File: src/rtl/wfg_wb_arbiter.sv
// Two-master Wishbone arbiter: round-robin on ties, grant held for the whole bus cycle, one-cycle
// arbitration latency, combinational pass-through while granted, per-access watchdog raising err.
module wfg_wb_arbiter #(
  parameter int BUSW    = 32,
  parameter int TIMEOUT = 15
) (
  input  logic            wb_clk_i,
  input  logic            wb_rst_i,
  input  logic            m0_cyc_i,
  input  logic            m0_stb_i,
  input  logic            m0_we_i,
  input  logic [BUSW-1:0] m0_adr_i,
  input  logic [BUSW-1:0] m0_dat_i,
  output logic [BUSW-1:0] m0_dat_o,
  output logic            m0_ack_o,
  output logic            m0_err_o,
  input  logic            m1_cyc_i,
  input  logic            m1_stb_i,
  input  logic            m1_we_i,
  input  logic [BUSW-1:0] m1_adr_i,
  input  logic [BUSW-1:0] m1_dat_i,
  output logic [BUSW-1:0] m1_dat_o,
  output logic            m1_ack_o,
  output logic            m1_err_o,
  output logic            s_cyc_o,
  output logic            s_stb_o,
  output logic            s_we_o,
  output logic [BUSW-1:0] s_adr_o,
  output logic [BUSW-1:0] s_dat_o,
  input  logic [BUSW-1:0] s_dat_i,
  input  logic            s_ack_i
);

  typedef enum logic [1:0] {IDLE = 2'd0, GNT0 = 2'd1, GNT1 = 2'd2} state_t;

  localparam logic [7:0] TO_LAST = 8'(TIMEOUT - 1);

  state_t     state_q, state_d;
  logic       last_q, last_d;    // 1: m1 was served last
  logic [7:0] cnt_q, cnt_d;
  logic       gnt0, gnt1, sel_stb, timeout;

  // Grants are masked by reset so outputs are quiet in the reset cycle itself.
  always_comb begin
    gnt0    = (state_q == GNT0) && !wb_rst_i;
    gnt1    = (state_q == GNT1) && !wb_rst_i;
    sel_stb = (gnt0 && m0_stb_i) || (gnt1 && m1_stb_i);
    timeout = sel_stb && !s_ack_i && (cnt_q == TO_LAST);
  end

  always_comb begin
    state_d = state_q;
    last_d  = last_q;
    cnt_d   = 8'd0;
    case (state_q)
      IDLE: begin
        if (m0_cyc_i && (!m1_cyc_i || last_q)) begin
          state_d = GNT0;
          last_d  = 1'b0;
        end else if (m1_cyc_i) begin
          state_d = GNT1;
          last_d  = 1'b1;
        end
      end
      GNT0:    if (!m0_cyc_i) state_d = IDLE;
      GNT1:    if (!m1_cyc_i) state_d = IDLE;
      default: state_d = IDLE;
    endcase
    if (sel_stb && !s_ack_i && !timeout)
      cnt_d = cnt_q + 8'd1;
  end

  always_ff @(posedge wb_clk_i) begin
    if (wb_rst_i) begin
      state_q <= IDLE;
      last_q  <= 1'b1;
      cnt_q   <= 8'd0;
    end else begin
      state_q <= state_d;
      last_q  <= last_d;
      cnt_q   <= cnt_d;
    end
  end

  always_comb begin
    s_cyc_o  = (gnt0 && m0_cyc_i) || (gnt1 && m1_cyc_i);
    s_stb_o  = sel_stb && !timeout;
    s_we_o   = (gnt0 && m0_we_i) || (gnt1 && m1_we_i);
    s_adr_o  = gnt0 ? m0_adr_i : (gnt1 ? m1_adr_i : '0);
    s_dat_o  = gnt0 ? m0_dat_i : (gnt1 ? m1_dat_i : '0);
    m0_dat_o = gnt0 ? s_dat_i : '0;
    m1_dat_o = gnt1 ? s_dat_i : '0;
    m0_ack_o = gnt0 && s_ack_i;
    m1_ack_o = gnt1 && s_ack_i;
    m0_err_o = gnt0 && timeout;
    m1_err_o = gnt1 && timeout;
  end

endmodule

File: config.mk
export PLATFORM = sky130hd
export DESIGN_NAME = wfg_wb_arbiter
export DESIGN_NICKNAME = d
export VERILOG_FILES = /design/src/rtl/wfg_wb_arbiter.sv
export SDC_FILE = /design/constraint.sdc
export NUM_CORES = 1
export LEC_CHECK = 0
export ABC_CLOCK_PERIOD_IN_PS = 3050
export CORE_AREA = 2 2 119 121
export DETAILED_ROUTE_END_ITERATION = 6
export DIE_AREA = 0 0 121 123
export SLEW_MARGIN = 10
export SYNTH_ARGS = -nofsm -noshare
export SYNTH_HDL_FRONTEND = slang
export SYNTH_SLANG_ARGS = --single-unit
File: constraint.sdc
create_clock -name wb_clk_i -period 3.05 [get_ports wb_clk_i]
set_input_delay 0.61 -clock wb_clk_i [delete_from_list [all_inputs] [get_ports wb_clk_i]]
set_output_delay 0.61 -clock wb_clk_i [all_outputs]
set_load 0.005 [all_outputs]
==> impl_results.md <==
- Worst Path Arrival: 2.32 ns
- CTS Buffer Depth: 2
- Clock root buffer: clkbuf_16
- First-pass GRT wire length: about 17000 um
- Initial Util: 13.1%
- Final Setup Violations: 0
- Top cell type's share of synthesized area: a little under a third
- Max stage delay on crit path: 0.54 ns
- Hold Violations, Final: 0
- Core Area: 13600 um2
- Most common cell in the netlist: and2_1
- Crit-path cells: clkdlybuf4s50_1 -> nand3b_4 -> a211oi_1 -> and3_1 -> clkdlybuf4s50_1
- Largest net degree at the start of global routing: 32
- Largest area contributor in the netlist: a22o_1
- Class of the worst hold path: register to register
- Reg-to-reg critical path endpoint: cnt_q[6]
- Number of flops mapped to enable cells by yosys: 0
- Status: finished, final reports clean
- Ys async rst share: 0%
- Tightest Pin Transition: 0.388 ns
- Mux share of post-synthesis cell area: 0%
- Initial antenna violation count: 1
- PD cells: 169 nW/um2
- Distinct cells, synth: 35
- CP max-delay cell: clkdlybuf4s50_1
- Area post-placement: approximately 5100 um2
- Post-synth top flop: dfxtp_1
- Period utilisation layout: 96.1%
- Clock network power share: 27.0%
- Number of buffers inserted by hold repair at cts: 0
- Avg Inst Size Synth: 8.15 um2
- Initial DRT Pass Iterations: 4
- P_sw: 210 uW
- Worst slew margin: 74.1%
- Insertion delay to the later sink of the worst-skew pair: 0.24 ns
- Final nets: 697
- XOR/XNOR share of the synthesized area: 1.47%
- Ranking of synthesized cells by area: a22o_1 32%, and2_1 23%, dfxtp_1 12%
- RSZ-0062 raised after global routing: false
- DRC: 0
- Sequential area share after synthesis: 12.3%
- Hold endpoint: cnt_q[7]
- Clock skew: 0.00677 ns
- Cell mode on critical path: clkdlybuf4s50_1
- Mapped Cells: 219
- Synth warn: 0
- Drt total wl: 12300 um
- Wire per inst: around 18 um
- Post-Layout Inst Area: 5250 um2
- Post-synthesis compound-gate area fraction: between 30 and 40%
- Diodes inserted: 0
- Vias in the first global route: 2966
- Clock buffer count from CTS: 3
- Largest family of logic cells by synthesized area: compound AO/OA/AOI/OAI gates
- Switching portion of total power: 23.7%
- Die Y: approximately 120 um
- WHS Path Cells: 2
- Row cnt: 43
- Crit end category: output port
- Vias/cell: roughly 4.2
- Hold path startpoint: cnt_q[7]
- Crit-path max FO: 3
- VDD IR max: 136 uV
- Kind of critical path: input pin to output port
- Total track usage: ~15%
- H-tree Lvls: 1
- Layout area overhead: 194%
- Post-synth top cells: 67 x and2_1, 65 x a22o_1, 11 x dfxtp_1
- MaxCap Viol Count: 0
- Post-route ant nets: 0
- Syn Std Cell Area: 1790 um2
- Yosys reg bits: 11
- Clock transition at the registers of the reported paths: 0.04 ns
- IO Count: between 300 and 400
- Die area: between 10000 and 15000 um2
- Adder-cell share of the synthesized area: 1.40%
- Worst r2r path cells: 4
- Startpoint types: input pin
- Gpl congestion: around 0.81
- Share of layout cells above drive strength 1: 7.24%
- Initial detailed-routing violation count: 71
- DIE WIDTH: 121 um
- Worst endpoint required time: 2.44 ns
- HPWL Detailed: 10200 um
- CTS tree: built
- Slew Limit Fails: 0
- Flop pwr share: around 17%
- Max Clock Freq: 341 MHz
- Post-synthesis simple-gate area fraction: 36.2%
- Combinational power share: between 50% and 60%
- Worst r2r src: cnt_q[0]
- Hold Slack: 0.526 ns
- Reg-to-reg setup timing slack: roughly 1.6 ns
- Port Buf Inserts: 303
- P_leak: 0.00196 uW
- Pint: between 600 and 700 uW
- Clock tree sinks: 11
- Vias post-DR: 2965
- Tmin final: 2.93 ns
- Syn_nets: 390
- GR Overflow Total: 0
[routing by layer]
layer / wire, um / vias to the layer above / share of wire (%) / GRT usage (%)
met5: 13 / - / 0.11 / 0
met2: 6350 / 140 / 51 / 26.9
li1: - / 1435 / - / -
met4: 147 / 2 / 1.2 / 2.62
met1: 4800 / 1376 / 39 / 17.3
met3: 1030 / 12 / 8.4 / 3.51
[area by class of cell]
class | count | area (um2)
tap | 180 | 225
clock inverter | 1 | 5.00
multi-input combinational | 183 | 1400
clock buffer | 3 | 75.1
fill | 1354 | 8360
timing repair buffer | 326 | 3320
inverter | 1 | 3.75
sequential | 11 | 220
[through the flow]
stage / setup TNS, ns / utilization [%] / cells / worst slack (ns) / total power [uW]
floorplan: 0 / - / 219 / 1.00 / 265
global placement: -0.546 / 37.4 / 697 / -0.0709 / 639
detailed placement: -0.304 / 37.4 / 697 / -0.0561 / 642
CTS: 0 / 38.6 / 705 / 0.101 / 897
global route: 0 / 38.6 / 705 / 0.0184 / 929
finish: 0 / 38.6 / 705 / 0.118 / 887
[state kept, by name (all words and copies together) (netlist names)]
signal,cells
cnt_q,8
last_q,1
state_q,2
[worst max path at each step]
stage               startpoint           to  slack (ns)  cells after the start
floorplan             wb_rst_i  s_adr_o[10]        1.00                      5
global placement      wb_rst_i   s_dat_o[4]       -0.07                      6
detailed placement    wb_rst_i  s_adr_o[20]       -0.06                      6
CTS                   m0_stb_i     m0_err_o        0.10                      5
global route          m0_stb_i     m1_err_o        0.02                      5
finish                m0_stb_i     m0_err_o        0.12                      5
[logic make-up after synthesis]
| logic type | Yosys count |
|---|---|
| compound gates | 78 |
| simple gates | 100 |
| buf+inv | 25 |
| xor+xnor | 3 |
| fa+ha+maj | 2 |
| flops | 11 |
[worst max-delay path, delay by kind of cell]
kind / cells / cell delay (ns)
AO/OA/AOI/OAI: 1 / 0.36
buffers and inverters: 2 / 1.04
AND/OR/NAND/NOR: 2 / 0.32
[power groups by stage]
stage	sequential [uW]	clock [uW]	combinational, uW
after floorplan	153	0	113
after global placement	156	0	483
after detailed placement	156	0	485
after CTS	154	244	499
after global routing	154	252	523
final	154	239	494
[cell usage in the layout, fill, tap and decap left out, types with 2 or more instances in the layout]
cell type and instances:
nand2_1 3, nor3b_1 3, nand3b_1 2, and3_1 3
clkbuf_16 3, buf_12 5, or3_1 3, nor3_1 5
xor2_1 2, nand2b_1 2, o21ai_0 3, a22o_1 65
a211oi_2 3, nand3_1 4, and2_1 67, ha_1 2
nand3b_4 2, buf_4 15, dfxtp_1 11, bufbuf_16 2
clkdlybuf4s50_1 302
[repair_timing]
item | in CTS | in global routing
buffers inserted | 2 | 0
gates resized for setup | 2 | 0
endpoints found under the setup margin | 29 | 0
Power figures use the tool's default switching activity.
